<file path="config.mk">
export PLATFORM = sky130hd
export DESIGN_NAME = lfsr_parity_gen_flat
export DESIGN_NICKNAME = d
export VERILOG_FILES = /design/src/rtl/lfsr_parity_gen_pkg.sv /design/src/rtl/lfsr_parity_gen_if.sv /design/src/rtl/lfsr_parity_gen_step.sv /design/src/rtl/lfsr_parity_gen.sv /design/src/flat_wrapper.sv
export SDC_FILE = /design/constraint.sdc
export NUM_CORES = 1
export LEC_CHECK = 0
export BUFFER_PORTS_ARGS = -buffer_cell sky130_fd_sc_hd__buf_4
export CORE_ASPECT_RATIO = 0.75
export CORE_MARGIN = 10
export CORE_UTILIZATION = 25
export CTS_CLUSTER_DIAMETER = 80
export CTS_CLUSTER_SIZE = 24
export DETAILED_ROUTE_END_ITERATION = 10
export REMOVE_ABC_BUFFERS = 1
export SLEW_MARGIN = 10
export SYNTH_ARGS = -nofsm -noshare
export SYNTH_HDL_FRONTEND = slang
export SYNTH_SLANG_ARGS = --single-unit
</file>
<file path="constraint.sdc">
create_clock -name clk -period 2.4 [get_ports clk]
set_clock_uncertainty 0.1 [all_clocks]
set_input_delay 0.36 -clock clk [delete_from_list [all_inputs] [get_ports clk]]
set_output_delay 0.36 -clock clk [all_outputs]
set_load 0.01 [all_outputs]
</file>
<file path="src/rtl/lfsr_parity_gen_pkg.sv">
// lfsr_parity_gen_pkg: shared constants and the Fibonacci-to-Galois tap reversal helper.
package lfsr_pkg;
  localparam logic [7:0] DEFAULT_TAPS_8 = 8'hB8;
  localparam int DEFAULT_SEED = 1;
  function automatic logic [15:0] reverse_taps(logic [15:0] mask, int width);
    logic [15:0] r;
    r = '0;
    for (int i = 0; i < 16; i++)
      if (i < width) r[width-1-i] = mask[i];
    return r;
  endfunction
endpackage

</file>
<file path="src/rtl/lfsr_parity_gen_if.sv">
// lfsr_parity_gen_if: control and status bundle between the LFSR core and its driver.
interface lfsr_parity_gen_if #(parameter int WIDTH = 8);
  logic             en;
  logic             load;
  logic [WIDTH-1:0] seed_in;
  logic             odd_sel;
  logic [WIDTH-1:0] state_out;
  logic             parity_out;
  logic [WIDTH-1:0] step_cnt;
  logic             period_done;
  logic             lockup;
  modport master(output en, load, seed_in, odd_sel,
                 input state_out, parity_out, step_cnt, period_done, lockup);
  modport slave(input en, load, seed_in, odd_sel,
                output state_out, parity_out, step_cnt, period_done, lockup);
endinterface

</file>
<file path="src/rtl/lfsr_parity_gen_step.sv">
// lfsr_step: combinational LFSR successor; Galois form when LFSR_GALOIS_EN is defined, else Fibonacci.
module lfsr_step
  import lfsr_pkg::*;
#(
  parameter int               WIDTH = 8,
  parameter logic [WIDTH-1:0] TAPS  = WIDTH'(DEFAULT_TAPS_8)
) (
  input  logic [WIDTH-1:0] i_state,
  output logic [WIDTH-1:0] o_next
);
`ifdef LFSR_GALOIS_EN
  localparam logic [WIDTH-1:0] TAPS_G = WIDTH'(reverse_taps(16'(TAPS), WIDTH));
  assign o_next = i_state[WIDTH-1] ? ((i_state << 1) ^ TAPS_G) : (i_state << 1);
`else
  assign o_next = {i_state[WIDTH-2:0], ^(i_state & TAPS)};
`endif
endmodule

</file>
<file path="src/rtl/lfsr_parity_gen.sv">
// lfsr_parity_gen: programmable-tap LFSR with seed load, parity, zero recovery and period counter.
// Build option LFSR_GALOIS_EN selects the Galois step form inside lfsr_step.
module lfsr_parity_gen
  import lfsr_pkg::*;
#(
  parameter int               WIDTH = 8,
  parameter logic [WIDTH-1:0] TAPS  = WIDTH'(DEFAULT_TAPS_8),
  parameter logic [WIDTH-1:0] SEED  = WIDTH'(DEFAULT_SEED)
) (
  input logic              clk,
  input logic              rst,
  lfsr_parity_gen_if.slave bus
);
  logic [WIDTH-1:0] r_state, r_start, r_cnt;
  logic             r_period, r_lockup;
  logic [WIDTH-1:0] w_next;
  logic             w_seed_ok, w_wrap;
  lfsr_step #(.WIDTH(WIDTH), .TAPS(TAPS)) u_step (.i_state(r_state), .o_next(w_next));
  assign w_seed_ok = |bus.seed_in;
  assign w_wrap    = w_next == r_start;
  always_ff @(posedge clk or posedge rst)
    if (rst) begin
      r_state  <= SEED;
      r_start  <= SEED;
      r_cnt    <= '0;
      r_period <= 1'b0;
      r_lockup <= 1'b0;
    end else begin
      r_period <= 1'b0;
      r_lockup <= 1'b0;
      if (bus.load) begin
        r_state  <= w_seed_ok ? bus.seed_in : SEED;
        r_start  <= w_seed_ok ? bus.seed_in : SEED;
        r_cnt    <= '0;
        r_lockup <= ~w_seed_ok;
      end else if (r_state == '0) begin
        r_state  <= SEED;
        r_cnt    <= '0;
        r_lockup <= 1'b1;
      end else if (bus.en) begin
        r_state  <= w_next;
        r_cnt    <= w_wrap ? '0 : r_cnt + WIDTH'(1);
        r_period <= w_wrap;
      end
    end
  assign bus.state_out   = r_state;
  assign bus.parity_out  = (^r_state) ^ bus.odd_sel;
  assign bus.step_cnt    = r_cnt;
  assign bus.period_done = r_period;
  assign bus.lockup      = r_lockup;
endmodule
</file>
<file path="src/flat_wrapper.sv">
// flat-port wrapper written by rule: the top's interface ports become plain ports
module lfsr_parity_gen_flat import lfsr_pkg::*;
#(
  parameter int               WIDTH = 8,
  parameter logic [WIDTH-1:0] TAPS  = WIDTH'(DEFAULT_TAPS_8),
  parameter logic [WIDTH-1:0] SEED  = WIDTH'(DEFAULT_SEED)
)
  (clk, rst, bus_en, bus_load, bus_seed_in, bus_odd_sel, bus_state_out, bus_parity_out, bus_step_cnt, bus_period_done, bus_lockup);
  lfsr_parity_gen_if #(.WIDTH(WIDTH)) bus_i ();
  input logic clk;
  input logic rst;
  input wire logic [$bits(bus_i.en)-1:0] bus_en;
  input wire logic [$bits(bus_i.load)-1:0] bus_load;
  input wire logic [$bits(bus_i.seed_in)-1:0] bus_seed_in;
  input wire logic [$bits(bus_i.odd_sel)-1:0] bus_odd_sel;
  output wire logic [$bits(bus_i.state_out)-1:0] bus_state_out;
  output wire logic [$bits(bus_i.parity_out)-1:0] bus_parity_out;
  output wire logic [$bits(bus_i.step_cnt)-1:0] bus_step_cnt;
  output wire logic [$bits(bus_i.period_done)-1:0] bus_period_done;
  output wire logic [$bits(bus_i.lockup)-1:0] bus_lockup;
  assign bus_i.en = bus_en;
  assign bus_i.load = bus_load;
  assign bus_i.seed_in = bus_seed_in;
  assign bus_i.odd_sel = bus_odd_sel;
  assign bus_state_out = bus_i.state_out;
  assign bus_parity_out = bus_i.parity_out;
  assign bus_step_cnt = bus_i.step_cnt;
  assign bus_period_done = bus_i.period_done;
  assign bus_lockup = bus_i.lockup;
  lfsr_parity_gen #(.WIDTH(WIDTH), .TAPS(TAPS), .SEED(SEED)) u_core (.clk(clk), .rst(rst), .bus(bus_i));
endmodule
</file>
== Yosys cells after proc, flatten, opt, wreduce, memory -nomap -nowiden ==
Cells that the tools add are included.

* Register bits: 26
* Latch bits: 0
* RAM bits: 0
* ROM bits: 0
* Input port bits: 13
* Memories kept: 0

* Add/subtract/negate cells: 1
* Multipliers: 0
* Div/mod/pow operators: 0
* Order comparisons: 0
* Equality and inequality tests: 1
* Shifts and indexed selects: 0
* Multiplexer cells: 13
* Bitwise gates (word level): 2
* Reduce and logical (&&, ||, !) cells: 5

{| class="wikitable"
|+ Operator list
! kind !! number
|-
| two-way mux 8 bit || 8
|-
| XOR reduction 8 bit || 2
|-
| adder 8 x 1 -> 8 bit (second input constant) || 1
|-
| equality test 8 bit || 1
|-
| zero test 8 bit || 1
|-
| OR reduction 8 bit || 1
|-
| two-way mux 1 bit || 5
|-
| nonzero test 3 bit || 1
|-
| NOT 1 bit || 1
|-
| bitwise XOR 1 bit || 1
|}

== Logic depth before layout (Yosys ltp) ==
* Depth after elaboration: 6
* Gate-level depth with buffers: 6
* Depth with buffers taken out: 6

== Hierarchy ==
Synthesis repeated with hierarchy kept, for this count alone.

* Cell total of the unflattened synthesis: 148
* Area, all modules: 1445.1 µm²

{| class="wikitable"
|+ Modules (own cells, without submodules)
! module !! instances !! cells each !! area each (µm²)
|-
| lfsr_parity_gen || 1 || 138 || 1366.3
|-
| lfsr_step || 1 || 10 || 78.8
|}

== Worst setup path before layout ==
No wires, ideal clock.

* Kind: reg2reg
* From: register u_core.r_state[4], in the netlist u_core.bus.state_out[4]
* To: register u_core.r_cnt[2], in the netlist u_core.bus.step_cnt[2]
* Arrival: 1.953 ns
* Path slack: 0.198 ns
* Stages on the path, launching flop included: 7
* Path buffers: 0
* Period minus slack after synthesis: 2.202 ns
* Cell sequence: dfrtp_1 inv_1 ha_1 xnor3_2 xnor2_4 o311ai_0 o311ai_2

* Longest elaborated chain between the ends: 6
* Elaborated cells on any way between the ends: 8

{| class="wikitable"
|+ Ends and longest elaborated chain
! element !! RTL line !! source
|-
| start: declaration || lfsr_parity_gen.sv:14 || <nowiki>logic [WIDTH-1:0] r_state, r_start, r_cnt;</nowiki>
|-
| start signal: assignment || lfsr_parity_gen.sv:32 || <nowiki>r_state <= w_seed_ok ? bus.seed_in : SEED;</nowiki>
|-
| start signal: assignment || lfsr_parity_gen.sv:41 || <nowiki>r_state <= w_next;</nowiki>
|-
| XOR reduction 8 bit || lfsr_parity_gen_step.sv:15 || <nowiki>assign o_next = {i_state[WIDTH-2:0], ^(i_state & TAPS)};</nowiki>
|-
| equality test 8 bit || lfsr_parity_gen.sv:20 || <nowiki>assign w_wrap = w_next == r_start;</nowiki>
|-
| two-way mux 8 bit || lfsr_parity_gen.sv:42 || <nowiki>r_cnt <= w_wrap ? '0 : r_cnt + WIDTH'(1);</nowiki>
|-
| two-way mux 8 bit || lfsr_parity_gen.sv:40 || <nowiki>end else if (bus.en) begin</nowiki>
|-
| two-way mux 8 bit || lfsr_parity_gen.sv:36 || <nowiki>end else if (r_state == '0) begin</nowiki>
|-
| two-way mux 8 bit || lfsr_parity_gen.sv:31 || <nowiki>if (bus.load) begin</nowiki>
|-
| end signal: assignment || lfsr_parity_gen.sv:42 ||
|-
| end: declaration || lfsr_parity_gen.sv:14 ||
|}

Parallel ways exist; a longest one is shown, timed or not. The select of a mux whose other input is x is not followed.
A chain may end at the register's enable or synchronous reset.

== Worst setup path in the final report ==
* From: register u_core.r_state[0], in the netlist u_core.bus.state_out[0]
* To: output port bus_parity_out

* Longest elaborated chain between the ends: 2

{| class="wikitable"
|+ Ends and longest elaborated chain
! element !! RTL line !! source
|-
| XOR reduction 8 bit || lfsr_parity_gen.sv:47 || <nowiki>assign bus.parity_out = (^r_state) ^ bus.odd_sel;</nowiki>
|-
| bitwise XOR 1 bit || lfsr_parity_gen.sv:47 ||
|-
| end: declaration || flat_wrapper.sv:17 || <nowiki>output wire logic [$bits(bus_i.parity_out)-1:0] bus_parity_out;</nowiki>
|}

No other way between the ends.

==> results.cfg <==
[setup_path]
cp_slowest_cell = dfstp_2
path_common_cell = xnor2_1
crit_fanout = 2
slowest_delay_ns = 0.54
start_kind = register
cp.required_ns = 1.94
arrival_ns = 1.80
path_cells = inv_1 > ha_1 > xnor2_1 > xnor2_1 > xnor2_1 > buf_4
critPathKind = reg2out
end_kind = primary output

[clock_network]
cts_tree = built
cts_setup_buffers = 0
clk_pin_slew_worst_paths_ns = 0.09
insertion_delay_ns = 0.27
cts_buffers = 3
cts.path.max_buffers = 2
cts_sinks = 26
cts-root-buf = clkbuf_8
hold_buffers = 0
cts_max_level = 1
cts_resized = 0

[synth]
synthDominantCellAreaShare_pct = 41.3
yosys_register_bits = 26
syn_area_per_cell_sq_um = 9.76
async_reset_ff_share_pct = 100
ys_warn_count = 0
synth_edf_count = 0
yosysSeqAreaShare_pct = 44.9
yosys.area.top_type = dfrtp_1
synth_ff_type = dfrtp_1
synthCells = 149
yosysUniqueCellTypes = 30
syn_area_sq_um = 1450
synthTopCellsByArea = dfrtp_1 41%, xnor2_1 6.6%, o21ai_0 5.9%, inv_1 5.2%, nand2_1 4.9%

[floorplanning]
die_h_microns = 86.0
die_w_microns = 108
core_sq_um = 5500
start_util_pct = 26.5
row_count = 23
pin_count = 32
die-area_sq_um = 9300

[detailed_routing]
wire_per_inst_microns = 14.3
ant_nets = 0
routed_via_density = 4.47
drc_errors = 0
wl_met3_microns = 341
wl_met1_microns = 1790
vias = 1172
top_layer = met4
drt_pass1_iterations = 4
met2RoutedLength_microns = 1570
drt_iter0_markers = 39
routed_wl_microns = 3740

[grt]
grt_pass1_wl_microns = 6270
grt_use_total_pct = 8.60
grt_overflow_total = 0
antenna_found_initial = 0
grt_max_degree = 27
grt_pass1_vias = 1189

[timing]
worst_pin_slew_ns = 0.513
finalSetupViolations = 0
hold_viol_final = 0
maxSlewViolCount = 0
fin_crit_ns = 2.26
fin_ws_ns = 0.142
hold_slack_ns = 0.0310
setup_tns_ns = 0
max_freq_mhz = 443
rsz0062_at_grt = false
slew_headroom_pct = 65.5
period_share_pct = 94.1

[cells_and_area]
instances_no_fill = 262
final_nets = 206
drive_gt1_share_pct = 24.6
layout_commonest_cell = buf_4
final_cell_mix = 37 x buf_4, 24 x dfrtp_1, 20 x inv_1
fin_util_pct = 33.8
diodes = 0
syn_to_final_growth_pct = 27.9

[placed_design]
dp_hpwl_microns = 2920
dp_cells = 258
pre_cts_slack_ns = 0.117
routabilityCongestion = 0.777
port_buffers = 31

[worst_hold_path]
min-delay-path-class = in2async

[run]
drv_cap = 0

[power_and_ir_drop]
p_per_area_nw_per_um2 = 606
p_leak_nw = 0.845
ir_worst_vdd_v = 0.000222

[run_status]
status = complete, no violations
## where the power goes
group          switching [mW]  total, mW  internal (mW)
registers              0.0374      0.510          0.472
clock network           0.139      0.258          0.119
logic                   0.180      0.359          0.179
## cell usage after synthesis (all sizes together) (4+ instances only)
library cell / instances
ha: 5
nand2: 19
o311ai: 6
mux2i: 7
nor2: 4
xnor2: 12
dfrtp: 24
o211ai: 4
inv: 20
o21ai: 19
## cells by family after synthesis
group | after synthesis | share of synthesized area, %
buffers and inverters | 23 | 5.94
AND/OR/NAND/NOR | 38 | 12.0
AO/OA/AOI/OAI | 36 | 17.2
multiplexers | 7 | 4.82
XOR/XNOR | 14 | 10.8
adder cells (fa/ha/maj) | 5 | 4.30
flip-flops | 26 | 44.9
## flip-flops by register name, summed over array words and instances (netlist names)
| name | cells |
|---|---|
| u_core.bus.state_out | 8 |
| u_core.bus.step_cnt | 8 |
| u_core.r_start | 8 |
| u_core.bus.lockup | 1 |
| u_core.bus.period_done | 1 |
## stage by stage
stage	cell area (sq um)	total power [mW]
after floorplan	1440	0.736
after global placement	1810	0.880
after detailed placement	1810	0.883
after CTS	1860	1.14
after global routing	1860	1.20
final	1860	1.13
## layer usage
| layer | global-route usage, % | up-vias |
|---|---|---|
| met2 | 12.0 | 35 |
| met4 | 2.91 | 0 |
| met3 | 3.21 | 2 |
| met1 | 11.7 | 544 |
| met5 | 0 | - |
| li1 | - | 591 |
## area by class of cell
type / count / area [sq um]
fillers: 567 / 3640
multi-input cells: 100 / 714
flip-flops and latches: 26 / 653
repair buffers: 37 / 278
well taps: 75 / 93.8
inverters: 20 / 75.1
clock buffers: 4 / 45.0
## critical path, delay by kind of cell, from the launching register on
family | cells | cell delay [ns]
flops | 1 | 0.54
xor+xnor | 3 | 0.50
fa+ha+maj | 1 | 0.29
buf+inv | 2 | 0.19
## final timing paths
path	cells after the start	slack, ns	startpoint	end
worst max-delay path	6	0.14	u_core.bus.state_out[0]$_DFFE_PP1P_	bus_parity_out
worst min-delay path	3	0.03	rst	u_core.bus.step_cnt[2]$_DFFE_PP0P_
worst max register to register	6	0.16	u_core.bus.state_out[4]$_DFFE_PP0P_	u_core.bus.step_cnt[2]$_DFFE_PP0P_
worst min register to register	2	0.46	u_core.r_start[3]$_DFFE_PP0P_	u_core.r_start[3]$_DFFE_PP0P_
max in group asynchronous	3	1.88	rst	u_core.bus.state_out[0]$_DFFE_PP1P_
min in group clk	3	0.22	bus_seed_in[1]	u_core.bus.state_out[1]$_DFFE_PP0P_
Power figures use the tool's default switching activity.
